[src/rtl/ram64_arbiter_if.sv]
// Requester-side handshake bundle for ram64_arbiter: one request channel
// (valid/ready with we/addr/wdata) and its one-cycle response pulse.
interface ram64_arbiter_if #(
    parameter int DATA_W = 16,
    parameter int ADDR_W = 6
);
    logic              valid;
    logic              ready;
    logic              we;
    logic [ADDR_W-1:0] addr;
    logic [DATA_W-1:0] wdata;
    logic              rsp_valid;
    logic [DATA_W-1:0] rsp_rdata;

    modport master (
        output valid, we, addr, wdata,
        input  ready, rsp_valid, rsp_rdata
    );

    modport slave (
        input  valid, we, addr, wdata,
        output ready, rsp_valid, rsp_rdata
    );
endinterface

[src/rtl/ram64_arbiter.sv]
// Round-robin two-requester controller for a single-port 64x16 ram64.
// Optional power-up zero sweep of the RAM is compiled in with RAM64_ARB_INIT_EN.
module ram64_arbiter #(
    parameter int READ_LATENCY = 2,
    parameter int DATA_W       = 16,
    parameter int ADDR_W       = 6
) (
    input  logic              clk,
    input  logic              rst_n,
    ram64_arbiter_if.slave    a_if,
    ram64_arbiter_if.slave    b_if,
    output logic [DATA_W-1:0] ram_in,
    output logic [ADDR_W-1:0] ram_address,
    output logic              ram_load,
    input  logic [DATA_W-1:0] ram_out,
    output logic              busy
);

`ifdef RAM64_ARB_INIT_EN
    typedef enum logic [2:0] {IDLE, WR, RD, RESP, INIT} state_t;
    localparam state_t RST_STATE = INIT;
`else
    typedef enum logic [1:0] {IDLE, WR, RD, RESP} state_t;
    localparam state_t RST_STATE = IDLE;
`endif

    localparam logic       OWN_A   = 1'b0;
    localparam logic       OWN_B   = 1'b1;
    localparam logic [1:0] RD_LAST = 2'(READ_LATENCY - 1);

    state_t            state_q;
    logic              last_grant_q;
    logic              owner_q;
    logic              we_q;
    logic [ADDR_W-1:0] addr_q;
    logic [DATA_W-1:0] wdata_q;
    logic [1:0]        cnt_q;
    logic              a_rsp_valid_q, b_rsp_valid_q;
    logic [DATA_W-1:0] a_rsp_rdata_q, b_rsp_rdata_q;
    logic              ram_load_q;
    logic [ADDR_W-1:0] ram_address_q;
    logic [DATA_W-1:0] ram_in_q;
`ifdef RAM64_ARB_INIT_EN
    logic [ADDR_W-1:0] init_cnt_q;
`endif

    logic              idle_ok, a_grant, b_grant, hs;
    logic              owner_d, we_d;
    logic [ADDR_W-1:0] addr_d;
    logic [DATA_W-1:0] wdata_d;

    // Grants are only offered in IDLE and never while reset is held.
    assign idle_ok = rst_n & (state_q == IDLE);
    assign a_grant = a_if.valid & (~b_if.valid | (last_grant_q == OWN_B));
    assign b_grant = b_if.valid & (~a_if.valid | (last_grant_q == OWN_A));
    assign a_if.ready = idle_ok & a_grant;
    assign b_if.ready = idle_ok & b_grant;
    assign hs = a_if.ready | b_if.ready;

    always_comb begin
        owner_d = OWN_A;
        we_d    = a_if.we;
        addr_d  = a_if.addr;
        wdata_d = a_if.wdata;
        if (b_if.ready) begin
            owner_d = OWN_B;
            we_d    = b_if.we;
            addr_d  = b_if.addr;
            wdata_d = b_if.wdata;
        end
    end

    always_ff @(posedge clk) begin
        if (!rst_n) begin
            state_q       <= RST_STATE;
            last_grant_q  <= OWN_B;
            owner_q       <= OWN_A;
            we_q          <= 1'b0;
            addr_q        <= '0;
            wdata_q       <= '0;
            cnt_q         <= '0;
            a_rsp_valid_q <= 1'b0;
            b_rsp_valid_q <= 1'b0;
            a_rsp_rdata_q <= '0;
            b_rsp_rdata_q <= '0;
            ram_load_q    <= 1'b0;
            ram_address_q <= '0;
            ram_in_q      <= '0;
`ifdef RAM64_ARB_INIT_EN
            init_cnt_q    <= '0;
`endif
        end else begin
            a_rsp_valid_q <= 1'b0;
            b_rsp_valid_q <= 1'b0;
            ram_load_q    <= 1'b0;
            unique case (state_q)
                IDLE: begin
                    if (hs) begin
                        owner_q       <= owner_d;
                        we_q          <= we_d;
                        addr_q        <= addr_d;
                        wdata_q       <= wdata_d;
                        last_grant_q  <= owner_d;
                        ram_address_q <= addr_d;
                        ram_in_q      <= wdata_d;
                        cnt_q         <= RD_LAST;
                        if (we_d) begin
                            ram_load_q <= 1'b1;
                            state_q    <= WR;
                        end else begin
                            state_q    <= RD;
                        end
                    end
                end
                WR: begin
                    a_rsp_valid_q <= (owner_q == OWN_A);
                    b_rsp_valid_q <= (owner_q == OWN_B);
                    state_q       <= RESP;
                end
                RD: begin
                    // The final RD edge is the one where ram_out holds the addressed word.
                    if (cnt_q == '0) begin
                        if (owner_q == OWN_A) a_rsp_rdata_q <= ram_out;
                        else                  b_rsp_rdata_q <= ram_out;
                        a_rsp_valid_q <= (owner_q == OWN_A);
                        b_rsp_valid_q <= (owner_q == OWN_B);
                        state_q       <= RESP;
                    end else begin
                        cnt_q <= cnt_q - 2'd1;
                    end
                end
                RESP: begin
                    state_q <= IDLE;
                end
`ifdef RAM64_ARB_INIT_EN
                INIT: begin
                    init_cnt_q <= init_cnt_q + ADDR_W'(1);
                    if (&init_cnt_q) state_q <= IDLE;
                end
`endif
                default: begin
                    state_q <= IDLE;
                end
            endcase
        end
    end

    assign a_if.rsp_valid = a_rsp_valid_q;
    assign b_if.rsp_valid = b_rsp_valid_q;
    assign a_if.rsp_rdata = a_rsp_rdata_q;
    assign b_if.rsp_rdata = b_rsp_rdata_q;
    assign busy           = (state_q != IDLE);

    // A write in flight is suppressed in the same cycle reset is asserted.
`ifdef RAM64_ARB_INIT_EN
    assign ram_load    = rst_n & (ram_load_q | (state_q == INIT));
    assign ram_address = (state_q == INIT) ? init_cnt_q : ram_address_q;
    assign ram_in      = (state_q == INIT) ? '0 : ram_in_q;
`else
    assign ram_load    = rst_n & ram_load_q;
    assign ram_address = ram_address_q;
    assign ram_in      = ram_in_q;
`endif

endmodule
[src/flat_wrapper.sv]
// flat-port wrapper written by rule: the top's interface ports become plain ports
module ram64_arbiter_flat 
#(
    parameter int READ_LATENCY = 2,
    parameter int DATA_W       = 16,
    parameter int ADDR_W       = 6
)
  (clk, rst_n, ram_in, ram_address, ram_load, ram_out, busy, a_if_valid, a_if_we, a_if_addr, a_if_wdata, a_if_ready, a_if_rsp_valid, a_if_rsp_rdata, b_if_valid, b_if_we, b_if_addr, b_if_wdata, b_if_ready, b_if_rsp_valid, b_if_rsp_rdata);
  ram64_arbiter_if #(.DATA_W(DATA_W), .ADDR_W(ADDR_W)) a_if_i ();
  ram64_arbiter_if #(.DATA_W(DATA_W), .ADDR_W(ADDR_W)) b_if_i ();
  input  logic clk;
  input  logic rst_n;
  output logic [DATA_W-1:0] ram_in;
  output logic [ADDR_W-1:0] ram_address;
  output logic ram_load;
  input  logic [DATA_W-1:0] ram_out;
  output logic busy;
  input wire logic [$bits(a_if_i.valid)-1:0] a_if_valid;
  input wire logic [$bits(a_if_i.we)-1:0] a_if_we;
  input wire logic [$bits(a_if_i.addr)-1:0] a_if_addr;
  input wire logic [$bits(a_if_i.wdata)-1:0] a_if_wdata;
  output wire logic [$bits(a_if_i.ready)-1:0] a_if_ready;
  output wire logic [$bits(a_if_i.rsp_valid)-1:0] a_if_rsp_valid;
  output wire logic [$bits(a_if_i.rsp_rdata)-1:0] a_if_rsp_rdata;
  input wire logic [$bits(b_if_i.valid)-1:0] b_if_valid;
  input wire logic [$bits(b_if_i.we)-1:0] b_if_we;
  input wire logic [$bits(b_if_i.addr)-1:0] b_if_addr;
  input wire logic [$bits(b_if_i.wdata)-1:0] b_if_wdata;
  output wire logic [$bits(b_if_i.ready)-1:0] b_if_ready;
  output wire logic [$bits(b_if_i.rsp_valid)-1:0] b_if_rsp_valid;
  output wire logic [$bits(b_if_i.rsp_rdata)-1:0] b_if_rsp_rdata;
  assign a_if_i.valid = a_if_valid;
  assign a_if_i.we = a_if_we;
  assign a_if_i.addr = a_if_addr;
  assign a_if_i.wdata = a_if_wdata;
  assign a_if_ready = a_if_i.ready;
  assign a_if_rsp_valid = a_if_i.rsp_valid;
  assign a_if_rsp_rdata = a_if_i.rsp_rdata;
  assign b_if_i.valid = b_if_valid;
  assign b_if_i.we = b_if_we;
  assign b_if_i.addr = b_if_addr;
  assign b_if_i.wdata = b_if_wdata;
  assign b_if_ready = b_if_i.ready;
  assign b_if_rsp_valid = b_if_i.rsp_valid;
  assign b_if_rsp_rdata = b_if_i.rsp_rdata;
  ram64_arbiter #(.READ_LATENCY(READ_LATENCY), .DATA_W(DATA_W), .ADDR_W(ADDR_W)) u_core (.clk(clk), .rst_n(rst_n), .a_if(a_if_i), .b_if(b_if_i), .ram_in(ram_in), .ram_address(ram_address), .ram_load(ram_load), .ram_out(ram_out), .busy(busy));
endmodule
[config.mk]
export PLATFORM = sky130hd
export DESIGN_NAME = ram64_arbiter_flat
export DESIGN_NICKNAME = d
export VERILOG_FILES = /design/src/rtl/ram64_arbiter_if.sv /design/src/rtl/ram64_arbiter.sv /design/src/flat_wrapper.sv
export SDC_FILE = /design/constraint.sdc
export NUM_CORES = 1
export LEC_CHECK = 0
export ABC_AREA = 0
export CAP_MARGIN = 40
export CORE_MARGIN = 5
export CORE_UTILIZATION = 44
export CTS_CLUSTER_DIAMETER = 120
export CTS_CLUSTER_SIZE = 28
export DETAILED_ROUTE_END_ITERATION = 10
export GPL_ROUTABILITY_DRIVEN = 0
export PLACE_DENSITY = 0.95
export SLEW_MARGIN = 30
export SYNTH_ARGS = -nofsm -noshare
export SYNTH_HDL_FRONTEND = slang
export SYNTH_SLANG_ARGS = --single-unit
[constraint.sdc]
create_clock -name clk -period 3.5 [get_ports clk]
set_input_delay 0.35 -clock clk [delete_from_list [all_inputs] [get_ports clk]]
set_output_delay 0.35 -clock clk [all_outputs]
set_load 0.02 [all_outputs]
==> impl_metrics.tcl, run 1 <==
set metrics [dict create \
    status "complete, no violations" \
    die_h_um 88.8 \
    grt_usage_pct 18.9 \
    synth_top_cell_by_area "dfxtp_1" \
    n_antenna_cell 0 \
    final_common_cell "clkdlybuf4s50_1" \
    period_minus_slack_ps 2500 \
    grt_overflow 0 \
    yosys.area_share.adder_pct 2.29 \
    slew_headroom_pct 55.6 \
    cts.path.max_buffers 2 \
    gr-usage-met2_pct 30.1 \
    max-cap-violations 0 \
    final_cell_area_sq_um 4090 \
    fmax_ghz 0.399 \
    synth_top_family_by_area "compound AO/OA/AOI/OAI gates" \
    via_per_inst 5.12 \
    r2r_start "u_core.state_q[0]$_SDFFE_PN0P_" \
    yosys.area_share.simple_pct 14.3 \
    netlist-cell-type-count 33 \
    crit_type "flop to primary output" \
    ir_drop_v 0.000318 \
    postCtsSetupRepairBufs 0 \
    cp_data_arrival_time_ps 2150 \
    yosys_most_used_dff "dfxtp_1" \
    avgSynthCellArea_sq_um 8.96 \
    ant_nets 0 \
    clkSlewWorstSetupHoldPaths_ps 70 \
    cp.required_ps 3150 \
    rsz0062_at_grt "false" \
    met3_usage_pct 7.54 \
    synth_fp_nets 376 \
    final_cell_mix "clkdlybuf4s50_1, nand2_1, dfxtp_1" \
    hold_buffers 0 \
    end_kind "primary output" \
    die_w_um 88.8 \
    hp-start "u_core.b_if.rsp_rdata[0]$_SDFFE_PN0P_" \
    clock_latency_ps 330 \
    synthMuxAreaShare_pct 9.20 \
    routed_wirelength_mm 7.36 \
    htree_levels 3 \
    ys_async_sr_fraction_pct 0 \
    yosys-top-cells-area "dfxtp_1, nand2_1, mux2i_1" \
    setup-tns-final_ps 0 \
    path_max_fanout 10 \
    synth_area_sq_um 2730 \
    start_util_pct 45.6 \
    syn_to_final_growth_pct 49.8 \
    grt_first_pass_wirelength_mm 11.7 \
    cts_num_sinks 63 \
    ios 126 \
    grt_pass1_vias 2623 \
    layout.nets 492 \
    grt_max_degree 46 \
    skew_ps 8.68 \
    yosysWarnings 0 \
    drc_errors 0 \
    cts_buffers 9 \
    netlist_instances 305 \
    worst-r2r-setup-slack_ps 1510 \
    fin_crit_sh_pct 71.6 \
    drive_gt1_share_pct 5.63 \
    rows 28 \
    seq_area_frac_synth_pct 46.2 \
    antenna_found_initial 0 \
    cp-start-kind "flop" \
    netlist.area_leader.share_pct 46.2 \
    post_drt_wl_per_cell_um 14.7 \
    port_buffers 125 \
    p_per_area_nw_per_um2 580 \
    reg2reg_depth 7 \
    die-area_sq_um 7890 \
    dpl_cell_area_sq_um 3930 \
    synthXorXnorAreaFrac_pct 0 \
    slew_viol_final 0 \
    leakage_nw 1.44 \
    core_area_sq_um 5990 \
    use_met1_pct 22.7 \
    drt_iter0_drc 80 \
    cts_tree "yes" \
    synth-edff-count 0 \
    clock-root-buffer "clkbuf_8" \
    hpwlAfterDp_mm 5.52 \
    setup_viol 0 \
    cts_resized 0 \
    synth_compound_area_share_pct 20.9 \
    cp-startpoint "u_core.state_q[0]$_SDFFE_PN0P_" \
    synth_seq_cells 63 \
    hold_path_class "flop to flop" \
    drt_pre_antenna_iters 4 \
    grt_busiest_layer "met2" \
    tightestPinTransition_ps 664 \
    hold_depth 2 \
    hold_violations 0 \
    vias 2565 \
]
==> routing by layer <==
| layer | up-vias | wire length (um) | part of all wire [%] |
|---|---|---|---|
| met3 | 9 | 918 | 12 |
| met2 | 116 | 3300 | 45 |
| met1 | 1174 | 3060 | 42 |
| li1 | 1266 | - | - |
| met5 | - | 0 | 0 |
| met4 | 0 | 82 | 1.1 |
==> cell type report <==
type / count / area, sq um
clock buffer: 10 / 128
clock inverter: 6 / 37.5
fill: 465 / 1900
inverter: 5 / 18.8
multi-input combinational: 214 / 1290
sequential: 63 / 1260
tap: 75 / 93.8
timing repair buffer: 128 / 1270
==> state kept, by name, summed over array words and instances (netlist names) <==
register               cells
u_core.ram_address         6
u_core.b_if.rsp_rdata     16
u_core.a_if.rsp_rdata     16
u_core.ram_in             16
u_core.last_grant_q        1
u_core.cnt_q               2
u_core.state_q             2
u_core.ram_load_q          1
u_core.owner_q             1
u_core.a_if.rsp_valid      1
u_core.b_if.rsp_valid      1
==> report_power, final <==
group | internal (mW) | switching (mW) | leakage (nW)
Combinational | 0.427 | 0.497 | 0.852
Sequential | 0.842 | 0.0725 | 0.514
Clock | 0.253 | 0.281 | 0.0781
Total | 1.52 | 0.851 | 1.44
==> synthesized netlist by cell type, types with 2 or more instances <==
master     n
clkbuf_1   6
o21ai_0   23
mux2i_1   24
ha_1       5
a21oi_1   28
buf_12     2
buf_4      3
and2_1     3
inv_1      5
nor2_1     2
nand2_1   68
a21boi_1   9
a21boi_0  24
o21ai_1    4
and3_1     3
buf_6      5
dfxtp_1   63
nand2b_1   3
nor2b_1    5
buf_2      7
==> worst paths after layout <==
kind / endpoint
hold / removal: u_core.b_if.rsp_rdata[0]$_SDFFE_PN0P_
setup reg to reg: u_core.ram_in[3]$_SDFFE_PN0P_
hold reg to reg: u_core.b_if.rsp_rdata[0]$_SDFFE_PN0P_
setup / recovery: a_if_ready
==> critical path: stages, from the launching register on <==
cell             delay [ps]
dfxtp_1                 330
inv_1                   100
ha_1                    370
and2_1                  200
and3_1                  200
clkdlybuf4s50_1         620
==> per-stage QoR <==
step                      instances  setup slack (ps)  power, mW  utilization [%]  hold slack [ps]
after global routing            501               871       2.52             68.3              482
after global placement          485              1240       1.82             65.6              445
after floorplan                 305              1960       1.51                -              459
final                           501               995       2.37             68.3              459
after detailed placement        485              1220       1.86             65.6              452
after CTS                       501               979       2.39             68.3              462
==> cell families (layout without fill, tap and decap cells) <==
logic type / count (synthesis) / count (layout)
flops: 63 / 63
buf+inv: 28 / 149
fa+ha+maj: 5 / 5
mux: 25 / 25
compound gates: 94 / 94
simple gates: 90 / 90
Power figures use the tool's default switching activity.
==> run 2: changes to the inputs <==
--- a/config.mk
+++ b/config.mk
@@ -8,12 +8,12 @@
 export ABC_AREA = 0
 export CAP_MARGIN = 40
 export CORE_MARGIN = 5
-export CORE_UTILIZATION = 44
+export CORE_UTILIZATION = 37
 export CTS_CLUSTER_DIAMETER = 120
 export CTS_CLUSTER_SIZE = 28
 export DETAILED_ROUTE_END_ITERATION = 10
 export GPL_ROUTABILITY_DRIVEN = 0
-export PLACE_DENSITY = 0.95
+export PLACE_DENSITY = 0.87
 export SLEW_MARGIN = 30
 export SYNTH_ARGS = -nofsm -noshare
 export SYNTH_HDL_FRONTEND = slang
==> constraint.sdc (replaced) <==
create_clock -name clk -period 2 [get_ports clk]
set_input_delay 0.2 -clock clk [delete_from_list [all_inputs] [get_ports clk]]
set_output_delay 0.2 -clock clk [all_outputs]
set_load 0.02 [all_outputs]
==> impl_metrics.tcl, run 2 (same netlist as run 1, synthesis figures left out) <==
set metrics [dict create \
    cp_data_arrival_time_ps 1690 \
    drc_errors 0 \
    hpwlAfterDp_mm 5.62 \
    place_ws_ps 118 \
    cts.path.max_buffers 2 \
    n_antenna_cell 0 \
    slew_viol_final 0 \
    end_kind "primary output" \
    cts_tree "yes" \
    grt_usage_pct 16.9 \
    pwr-share-clk_pct 27.0 \
    p_per_area_nw_per_um2 1060 \
    r2r_start "u_core.state_q[0]$_SDFFE_PN0P_" \
    path_max_fanout 3 \
    path_delay_family "buffers and inverters" \
    internal_power_mw 2.96 \
    hp-start "rst_n" \
    sw_frac_of_total_pct 33.9 \
    slew_headroom_pct 62.9 \
    hold_violations 0 \
    die_w_um 95.9 \
    vias 2519 \
    tightestPinTransition_ps 557 \
    grt_pass1_vias 2607 \
    max-cap-violations 0 \
    ir_drop_v 0.000503 \
    hold_path_class "input pin to flop" \
    cp-startpoint "u_core.state_q[0]$_SDFFE_PN0P_" \
    status "complete, no violations" \
    worstPathCellList "inv_1 -> ha_1 -> and2_1 -> and3_1 -> dlygate4sd2_1" \
    grt_first_pass_wirelength_mm 12.2 \
    grt_overflow 0 \
    via_per_inst 4.75 \
    cp-start-kind "flop" \
    critical_path.slowest_cell "dfxtp_1" \
    clock_latency_ps 330 \
    comb_power_share_pct 37.3 \
    max_stage_delay_ps 370 \
    layout.nets 497 \
    cts_num_sinks 63 \
    syn_to_final_growth_pct 55.1 \
    clkSlewWorstSetupHoldPaths_ps 70 \
    path_buf_inv 2 \
    post_drt_wl_per_cell_um 13.9 \
    rows 31 \
    crit_type "flop to primary output" \
    die_h_um 95.9 \
    drt_pre_antenna_iters 4 \
    leakage_nw 1.51 \
    cp.required_ps 1800 \
    routed_wirelength_mm 7.39 \
    setup-tns-final_ps 0 \
    p_switching_mw 1.51 \
    period_minus_slack_ps 1890 \
    ios 126 \
    worst-r2r-setup-slack_ps 280 \
    drive_gt1_share_pct 6.96 \
    rsz0062_at_grt "false" \
    fmax_ghz 0.528 \
    ant_nets 0 \
    finalWorstSetupSlack_ps 108 \
    antenna_found_initial 0 \
    seqPwrFrac_pct 35.7 \
    start_util_pct 37.9 \
    final_cell_mix "clkdlybuf4s50_1, nand2_1, dfxtp_1" \
    clock-root-buffer "clkbuf_8" \
    htree_levels 3 \
    cts_buffers 9 \
    skew_ps 9.21 \
    postCtsSetupRepairBufs 0 \
    drt_iter0_drc 64 \
    setup_viol 0 \
    grt_max_degree 46 \
    port_buffers 125 \
    fin_crit_sh_pct 94.6 \
    final_common_cell "clkdlybuf4s50_1" \
    core_area_sq_um 7210 \
    die-area_sq_um 9200 \
]
[run 2: changes by cell type in the layout (fill, tap and decap cells not counted), sizes merged]
cell	delta
buf	+5
bufinv	+2
clkbuf	-1
clkdlybuf4s50	-3
clkinvlp	-1
dlygate4sd2	+3
[run 2: path summary, 6_finish.rpt]
check / end / cells after the start
min reg2reg: u_core.a_if.rsp_rdata[6]$_SDFFE_PN0P_ / 2
min: u_core.ram_in[5]$_SDFFE_PN0P_ / 4
max: a_if_ready / 5
max reg2reg: u_core.a_if.rsp_rdata[4]$_SDFFE_PN0P_ / 6
[run 2: metrics by stage]
step           hold WS, ps  area (sq um)  total power, mW  instances  utilization [%]
6_report               377          4240             4.47        530             58.8
5_1_grt                385          4240             4.77        530             58.8
4_1_cts                355          4240             4.53        530             58.8
3_5_place_dp           451          4020             3.31        514             55.7
3_3_place_gp           442          4020             3.24        514             55.7
2_1_floorplan          335          2730             2.65        305                -
[run 2: cell type report]
class,instances,area (sq um)
Clock buffer,9,124
Clock inverter,7,97.6
Fill cell,625,2980
Inverter,5,18.8
Multi-Input combinational cell,214,1290
Sequential cell,63,1260
Tap cell,99,124
Timing Repair Buffer,133,1330
[run 2: worst min-delay path, stage by stage]
cell and delay [ps]:
buf_2 130, buf_4 200, o21ai_1 90, a21oi_1 40
[run 2: repair_timing]
item | 4_1_cts | 5_1_grt
setup endpoints to repair | 3 | 0
resized for setup | 3 | 0
hold buffers | 0 | 0
[run 2: layer usage]
metal | track usage [%] | routed length, um | vias to the layer above
met4 | 6.75 | 56 | 0
met5 | 0 | 0 | -
li1 | - | - | 1276
met1 | 18.9 | 3100 | 1141
met3 | 6.88 | 776 | 5
met2 | 28.4 | 3460 | 97
[run 2: power groups by stage]
stage / logic, mW / clock network, mW / registers, mW
global placement: 1.63 / 0 / 1.61
global route: 1.82 / 1.32 / 1.63
detailed placement: 1.69 / 0 / 1.63
finish: 1.67 / 1.21 / 1.60
floorplan: 0.829 / 0 / 1.82
CTS: 1.68 / 1.25 / 1.60
